**src/rtl/fp_div_pkg.sv**
```systemverilog
// Shared definitions for the floating-point divide path: FSM encoding and
// default field widths used by unpack, normalization and the mantissa divider.
package fp_div_pkg;

  localparam int EXP_W_DEF = 8;
  localparam int MAN_W_DEF = 23;
  localparam int BIAS_DEF  = 127;
  localparam int STEP_DEF  = 4;

  typedef enum logic [1:0] {
    IDLE = 2'd0,
    NORM = 2'd1,
    DONE = 2'd2
  } norm_state_e;

endpackage

```
**src/rtl/fp_lzc.sv**
```systemverilog
// Combinational leading-zero counter; an all-zero input reports W.
module fp_lzc #(
  parameter int W     = 24,
  parameter int CNT_W = $clog2(W + 1)
) (
  input  logic [W-1:0]     din,
  output logic [CNT_W-1:0] cnt
);

  // Ascending scan: the last hit is the highest set bit.
  always_comb begin
    cnt = CNT_W'(W);
    for (int i = 0; i < W; i++) begin
      if (din[i]) begin
        cnt = CNT_W'(W - 1 - i);
      end
    end
  end

endmodule

```
**src/rtl/fp_div_norm_iter.sv**
```systemverilog
// Iterative subnormal normalization ahead of the mantissa divider: shifts each
// operand left up to STEP bits per cycle and reports the biased exponent difference.
module fp_div_norm_iter
  import fp_div_pkg::*;
#(
  parameter int EXP_W = EXP_W_DEF,
  parameter int MAN_W = MAN_W_DEF,
  parameter int BIAS  = BIAS_DEF,
  parameter int STEP  = STEP_DEF
) (
  input  logic                    clk,
  input  logic                    rst_n,
  input  logic                    in_valid,
  output logic                    in_ready,
  input  logic [EXP_W-1:0]        a_exp,
  input  logic [MAN_W-1:0]        a_mant,
  input  logic [EXP_W-1:0]        b_exp,
  input  logic [MAN_W-1:0]        b_mant,
  output logic                    out_valid,
  input  logic                    out_ready,
  output logic [MAN_W:0]          norm_a_mant,
  output logic [MAN_W:0]          norm_b_mant,
  output logic signed [EXP_W+2:0] exp_diff,
  output logic                    a_zero,
  output logic                    b_zero
);

  localparam int MW   = MAN_W + 1;
  localparam int EW   = EXP_W + 3;
  localparam int LZ_W = $clog2(MAN_W + 2);

  norm_state_e          state_q, state_d;
  logic [MW-1:0]        a_mant_q, a_mant_d;
  logic [MW-1:0]        b_mant_q, b_mant_d;
  logic signed [EW-1:0] ea_q, ea_d;
  logic signed [EW-1:0] eb_q, eb_d;
  logic                 a_zero_q, a_zero_d;
  logic                 b_zero_q, b_zero_d;
  logic                 out_valid_q, out_valid_d;
  logic                 in_ready_q, in_ready_d;

  logic [LZ_W-1:0]      a_lz, b_lz;
  logic [LZ_W-1:0]      a_sh, b_sh;

  function automatic logic is_done(input logic [MW-1:0] m);
    return m[MW-1] || (m == '0);
  endfunction

  fp_lzc #(.W(MW), .CNT_W(LZ_W)) u_lzc_a (
    .din (a_mant_q),
    .cnt (a_lz)
  );

  fp_lzc #(.W(MW), .CNT_W(LZ_W)) u_lzc_b (
    .din (b_mant_q),
    .cnt (b_lz)
  );

  assign a_sh = (a_lz > LZ_W'(STEP)) ? LZ_W'(STEP) : a_lz;
  assign b_sh = (b_lz > LZ_W'(STEP)) ? LZ_W'(STEP) : b_lz;

  always_comb begin
    state_d  = state_q;
    a_mant_d = a_mant_q;
    b_mant_d = b_mant_q;
    ea_d     = ea_q;
    eb_d     = eb_q;
    a_zero_d = a_zero_q;
    b_zero_d = b_zero_q;

    unique case (state_q)
      IDLE: begin
        if (in_valid) begin
          a_mant_d = {a_exp != '0, a_mant};
          b_mant_d = {b_exp != '0, b_mant};
          ea_d     = (a_exp == '0) ? EW'(1) : EW'(a_exp);
          eb_d     = (b_exp == '0) ? EW'(1) : EW'(b_exp);
          a_zero_d = (a_exp == '0) && (a_mant == '0);
          b_zero_d = (b_exp == '0) && (b_mant == '0);
          state_d  = (is_done(a_mant_d) && is_done(b_mant_d)) ? DONE : NORM;
        end
      end
      NORM: begin
        if (!is_done(a_mant_q)) begin
          a_mant_d = a_mant_q << a_sh;
          ea_d     = ea_q - EW'(a_sh);
        end
        if (!is_done(b_mant_q)) begin
          b_mant_d = b_mant_q << b_sh;
          eb_d     = eb_q - EW'(b_sh);
        end
        // Leave on the same edge as the final shift.
        state_d = (is_done(a_mant_d) && is_done(b_mant_d)) ? DONE : NORM;
      end
      DONE: begin
        if (out_ready) begin
          state_d = IDLE;
        end
      end
      default: state_d = IDLE;
    endcase

    out_valid_d = (state_d == DONE);
    in_ready_d  = (state_d == IDLE);
  end

  always_ff @(posedge clk or negedge rst_n) begin
    if (!rst_n) begin
      state_q     <= IDLE;
      a_mant_q    <= '0;
      b_mant_q    <= '0;
      ea_q        <= '0;
      eb_q        <= '0;
      a_zero_q    <= 1'b0;
      b_zero_q    <= 1'b0;
      out_valid_q <= 1'b0;
      in_ready_q  <= 1'b0;
    end else begin
      state_q     <= state_d;
      a_mant_q    <= a_mant_d;
      b_mant_q    <= b_mant_d;
      ea_q        <= ea_d;
      eb_q        <= eb_d;
      a_zero_q    <= a_zero_d;
      b_zero_q    <= b_zero_d;
      out_valid_q <= out_valid_d;
      in_ready_q  <= in_ready_d;
    end
  end

  // Exponent difference is only meaningful while a result is presented.
  assign exp_diff    = out_valid_q ? (ea_q - eb_q + EW'(BIAS)) : '0;
  assign norm_a_mant = a_mant_q;
  assign norm_b_mant = b_mant_q;
  assign a_zero      = a_zero_q;
  assign b_zero      = b_zero_q;
  assign out_valid   = out_valid_q;
  assign in_ready    = in_ready_q;

endmodule

```
**config.mk**
```make
export PLATFORM = sky130hd
export DESIGN_NAME = fp_div_norm_iter
export DESIGN_NICKNAME = d
export VERILOG_FILES = /design/src/rtl/fp_div_pkg.sv /design/src/rtl/fp_lzc.sv /design/src/rtl/fp_div_norm_iter.sv
export SDC_FILE = /design/constraint.sdc
export NUM_CORES = 1
export LEC_CHECK = 0
export CORE_ASPECT_RATIO = 0.9
export CORE_MARGIN = 1
export CORE_UTILIZATION = 40
export DETAILED_ROUTE_END_ITERATION = 12
export HOLD_SLACK_MARGIN = 0.03
export PLACE_DENSITY_LB_ADDON = 0.15
export SYNTH_ARGS = -nofsm -noshare
export SYNTH_HDL_FRONTEND = slang
export SYNTH_SLANG_ARGS = --single-unit
export TNS_END_PERCENT = 1
```
**constraint.sdc**
```tcl
create_clock -name clk -period 6.4 [get_ports clk]
set_input_delay 0.96 -clock clk [delete_from_list [all_inputs] [get_ports clk]]
set_output_delay 0.96 -clock clk [all_outputs]
set_load 0.05 [all_outputs]
```
# ---- Yosys cells after proc, flatten, opt, wreduce, memory -nomap -nowiden
# Index checks and enable logic that the tools add are counted.
dict set report totals {
  register_bits 76
  inputBits 66
  output_inout_bits 63
  word_cells 124
}
dict set report op_classes {
  addsub 4
  magnitude_cmp 2
  n_eq_ne 6
  shift 2
  muxes 72
  n_reduce_logical 29
}
# op count
set op_table {}
lappend op_table {{5-bit two-way mux} 34}
lappend op_table {{24-bit zero test} 6}
lappend op_table {{24-bit two-way mux} 6}
lappend op_table {{24-bit case mux with 2 select lines} 2}
lappend op_table {{4-bit two-way mux} 16}
lappend op_table {{11-bit two-way mux} 5}
lappend op_table {{24-bit by 5-bit left shift with 24-bit output} 2}
lappend op_table {{23-bit zero test} 2}
lappend op_table {{11-bit case mux with 2 select lines} 2}
lappend op_table {{11-bit by 5-bit subtractor with 11-bit output} 2}
lappend op_table {{8-bit zero test} 2}
lappend op_table {{8-bit two-way mux} 2}
lappend op_table {{8-bit nonzero test} 2}
lappend op_table {{11-bit by 7-bit adder with 11-bit output, second input constant} 1}
lappend op_table {{11-bit subtractor} 1}
lappend op_table {{5-bit by 3-bit greater-than comparator with 1-bit output, second input constant} 2}
lappend op_table {{2-bit two-way mux} 4}
lappend op_table {{1-bit logical OR} 6}
lappend op_table {{2-bit != test, second input constant} 3}
lappend op_table {{2-bit case mux with 3 select lines} 1}
lappend op_table {{3-bit AND reduction} 2}
lappend op_table {{2-bit equality test, second input constant} 2}
lappend op_table {{1-bit logical AND} 4}
lappend op_table {{2-bit zero test} 2}
lappend op_table {{3 further kinds} 4}

# ---- Longest topological paths before layout
dict set report logic_depth {
  ltp_word 35
  mapped_depth 15
  mapped_depth_nobuf 13
}

# ---- By module
# A second synthesis with hierarchy kept.
dict set report hier_totals {
  hier_cells 885
  hier_area_um2 7109.3
}
# module instances cells_per_inst area_per_inst_um2 seq_area_each_um2
set by_module_without_submodules {}
lappend by_module_without_submodules {fp_div_norm_iter 1 789 6578.8 1901.8}
lappend by_module_without_submodules {fp_lzc 2 48 265.3 0.0}

# ---- Worst setup path after synthesis
# OpenSTA, ideal clock, no wires.
dict set report synth_path {
  path_kind {register to output}
  startpoint {reg eb_q[1]}
  endpoint {out exp_diff[9]}
  t_arrival_ns 2.899
  t_required_ns 5.440
  setup_slack_ns 2.541
  stages_incl_launch_ff 14
  path_buffers 0
  cell_sequence {dfrtp_1 > inv_1 > ha_1 > ha_1 > inv_1 > fa_1 > nor2b_1 > o21ai_0 > a21boi_0 > o21ai_0 > nand2b_1 > a21o_1 > a21oi_1 > mux2i_1}
}
dict set report synth_via {
  elab_chain_cells 3
}
# element line_no
set synth_lines {}
lappend synth_lines {{start: declaration} fp_div_norm_iter.sv:36} ;# logic signed [EW-1:0] eb_q, eb_d;
lappend synth_lines {{start signal: assignment} fp_div_norm_iter.sv:113} ;# eb_q <= '0;
lappend synth_lines {{start signal: assignment} fp_div_norm_iter.sv:123} ;# eb_q <= eb_d;
lappend synth_lines {{11-bit subtractor} fp_div_norm_iter.sv:132} ;# assign exp_diff = out_valid_q ? (ea_q - eb_q + EW'(BIAS)) : '0;
lappend synth_lines {{11-bit by 7-bit adder with 11-bit output} fp_div_norm_iter.sv:132}
lappend synth_lines {{11-bit two-way mux} fp_div_norm_iter.sv:132}
lappend synth_lines {{end: declaration} fp_div_norm_iter.sv:23} ;# output logic signed [EXP_W+2:0] exp_diff,
# No other way between the ends.

# ---- Worst setup path after layout
dict set report layout_path {
  startpoint {reg ea_q[2]}
  endpoint {out exp_diff[10]}
}
dict set report layout_via {
  elab_chain_cells 3
}
# element line_no
set layout_lines {}
lappend layout_lines {{start: declaration} fp_div_norm_iter.sv:35} ;# logic signed [EW-1:0] ea_q, ea_d;
lappend layout_lines {{start signal: assignment} fp_div_norm_iter.sv:112} ;# ea_q <= '0;
lappend layout_lines {{start signal: assignment} fp_div_norm_iter.sv:122} ;# ea_q <= ea_d;
lappend layout_lines {{11-bit subtractor} fp_div_norm_iter.sv:132}
lappend layout_lines {{11-bit by 7-bit adder with 11-bit output} fp_div_norm_iter.sv:132}
lappend layout_lines {{11-bit two-way mux} fp_div_norm_iter.sv:132}
# No other way between the ends.

==> flow_summary.toml <==
[status]
status = "finished clean"

[synthesis]
yosysSeqAreaShare = 0.278
post-synth-top-count-cell = "nand2_1"
synth_area_per_cell_um2 = 7.58
synth_area_um2 = 6840
ys.flop_type = "dfrtp_1"
netlist_top_cells_count = "106 x nand2_1, 76 x dfrtp_1, 76 x nor2_1"
yosys_warnings = 0
synth.distinct_cells = 76
synth.area.top_cells = "dfrtp_1 28%, nand2_1 5.8%, a21oi_1 5.4%"
synth-edff-count = 0
synth_seq_cells = 76
netlist_instances = 902
async_flop_share = 1.00
synth_top_cell_area_share = 0.278
synth_top_cell_by_area = "dfrtp_1"

[drt]
vias = 7544
met2RoutedLength_mm = 10.8
wl_mm = 25.1
wl_met1_mm = 11.2
routedWlPerCell_um = 21.0
initialDrtViolationCount = 839
highest_layer = "met4"
routed-wl-met3_mm = 2.54
vias_per_cell = 6.32
first_pass_iters = 6
detail-route-antenna-nets = 0
drc_errors = 0

[setup_path]
rrSetupSlack_ns = 2.50
end_kind = "primary output"
cp.arrival_ns = 3.68
startpoint = "ea_q[2]"
required_ns = 5.44
path_class = "flop to primary output"
cp_max_fo = 3
r2r-start = "norm_a_mant[23]"
reg2reg_depth = 11
timing.rr.end = "ea_q[9]"
startpoint_type = "flop"

[cts]
post-cts-setup-buffer-count = 0
clock_path_buffers = 2
cts-buffers-inserted = 9
insertion_delay_ns = 0.35
h-tree-depth = 3
cts_root_buf = "clkbuf_16"
cts_resized = 0
cts_tree = "done"
clk_pin_slew_ns = 0.06
cts.sinks = 76
cts_hold_buf = 0

[sta]
clock_skew_ns = 0.00820
tns_ns = 0
worst_slack_ns = 1.76
final_max_slew_viol_count = 0
tightest_slew_ns = 1.10
finalHoldViolCount = 0
setup_viol = 0
fin_crit_sh = 0.725
maxSlewHeadroom = 0.263
rsz0062_at_grt = "no"
final.min_clock_period_ns = 4.64
timing.fmax_mhz = 216

[floorplan]
dieHeight_um = 126
die_area_um2 = 17600
die_width_um = 140
core_area_um2 = 16400
io_pins = 129
initial_utilization = 0.417
rows = 44

[power_and_ir_drop]
p_switching_mw = 1.34
ir_drop_uv = 158
p_int_mw = 1.44
clock_power_share = 0.186
seq_power_share = 0.292
cellPowerDensity_nw_per_um2 = 330
sw_frac_of_total = 0.482
combinationalPowerShare = 0.522
leakage_nw = 3.35

[finish]
fillCellCount = 1629
multi_input_area_um2 = 4470
diodes = 0
drive_gt1_frac = 0.0507
nets = 1081
seq_area_um2 = 1900
area_growth_syn_to_layout_pct = 23.7
post-route-util = 0.516

[grt]
grt_pass1_vias = 7017
grt_max_degree = 77
grt_usage = 0.290
antenna_found_initial = 0
grt_pass1_wl_mm = 40.0
grt-ovfl-total = 0

[placed_design]
hpwl_mm = 17.8
place_congestion = 0.944
pre_cts_ws_ns = 2.14
io_buffers = 128

[min_path]
hold_end = "b_zero"
whs_path_depth = 2
hp-start = "b_zero"
min_path_type = "flop to flop"

[job]
max_cap_viol_count = 0
==> kinds of logic after synthesis <==
kind of cell / count (synthesis) / share of synthesized area
flip-flops: 76 / 0.278
AO/OA/AOI/OAI: 298 / 0.291
buffers and inverters: 116 / 0.0703
AND/OR/NAND/NOR: 355 / 0.265
XOR/XNOR: 14 / 0.0179
multiplexers: 10 / 0.0150
other: 1 / 0.000549
adder cells (fa/ha/maj): 32 / 0.0619
==> sequential cells by signal, summed over array words and instances, names as in the netlist <==
name,flops
eb_q,11
b_zero,1
norm_b_mant,24
out_valid,1
ea_q,11
in_ready,1
a_zero,1
state_q,2
norm_a_mant,24
==> power by group through the flow <==
stage,clock [mW],combinational (mW),sequential [mW]
after floorplan,0,0.832,0.929
after global placement,0,1.44,0.812
after detailed placement,0,1.44,0.810
after CTS,0.525,1.45,0.802
after global routing,0.543,1.56,0.830
final,0.520,1.46,0.814
==> cell type report <==
| class | count | area share |
|---|---|---|
| clock buffer | 13 | 0.0296 |
| clock inverter | 2 | 0.00414 |
| inverter | 40 | 0.0178 |
| multi-input combinational | 713 | 0.529 |
| sequential | 76 | 0.225 |
| tap | 207 | 0.0306 |
| timing repair buffer | 143 | 0.164 |
==> per-layer routing <==
layer,track usage,vias up
li1,-,3484
met1,0.414,3576
met2,0.431,434
met3,0.0707,50
met4,0.0899,0
met5,0,-
==> per-stage QoR <==
step / std cells / power (mW) / hold WS, ns / area (um2)
2_1_floorplan: 905 / 1.76 / 0.515 / 6850
3_3_place_gp: 1179 / 2.25 / 0.516 / 8170
3_5_place_dp: 1179 / 2.25 / 0.514 / 8170
4_1_cts: 1194 / 2.78 / 0.528 / 8460
5_1_grt: 1194 / 2.93 / 0.574 / 8460
6_report: 1194 / 2.79 / 0.544 / 8460
==> worst max path at each step <==
stage                    to  cells after the start  slack (ns)
2_1_floorplan   exp_diff[9]                     13        2.54
3_3_place_gp   exp_diff[10]                     11        2.18
3_5_place_dp   exp_diff[10]                     11        2.14
4_1_cts        exp_diff[10]                     11        1.74
5_1_grt        exp_diff[10]                     11        1.52
6_report       exp_diff[10]                     11        1.76
==> layout by cell type (no fill, tap or decap), types with 29 or more instances in the layout <==
| cell type | n |
|---|---|
| a21oi_1 | 74 |
| clkdlybuf4s50_1 | 127 |
| dfrtp_1 | 76 |
| ha_1 | 29 |
| inv_1 | 38 |
| nand2_1 | 105 |
| nor2_1 | 75 |
| nor2b_1 | 35 |
| o21ai_0 | 63 |
==> worst max-delay path: stages (launching register included) <==
cell and delay (ns):
dfrtp_1 0.40, ha_1 0.32, ha_1 0.28, a21o_1 0.18
a21oi_1 0.19, nand2b_1 0.13, a21boi_0 0.11, o41ai_1 0.41
o21ai_0 0.21, xnor2_1 0.18, and2_1 0.13, clkdlybuf4s50_1 0.79
Power figures use the tool's default switching activity.
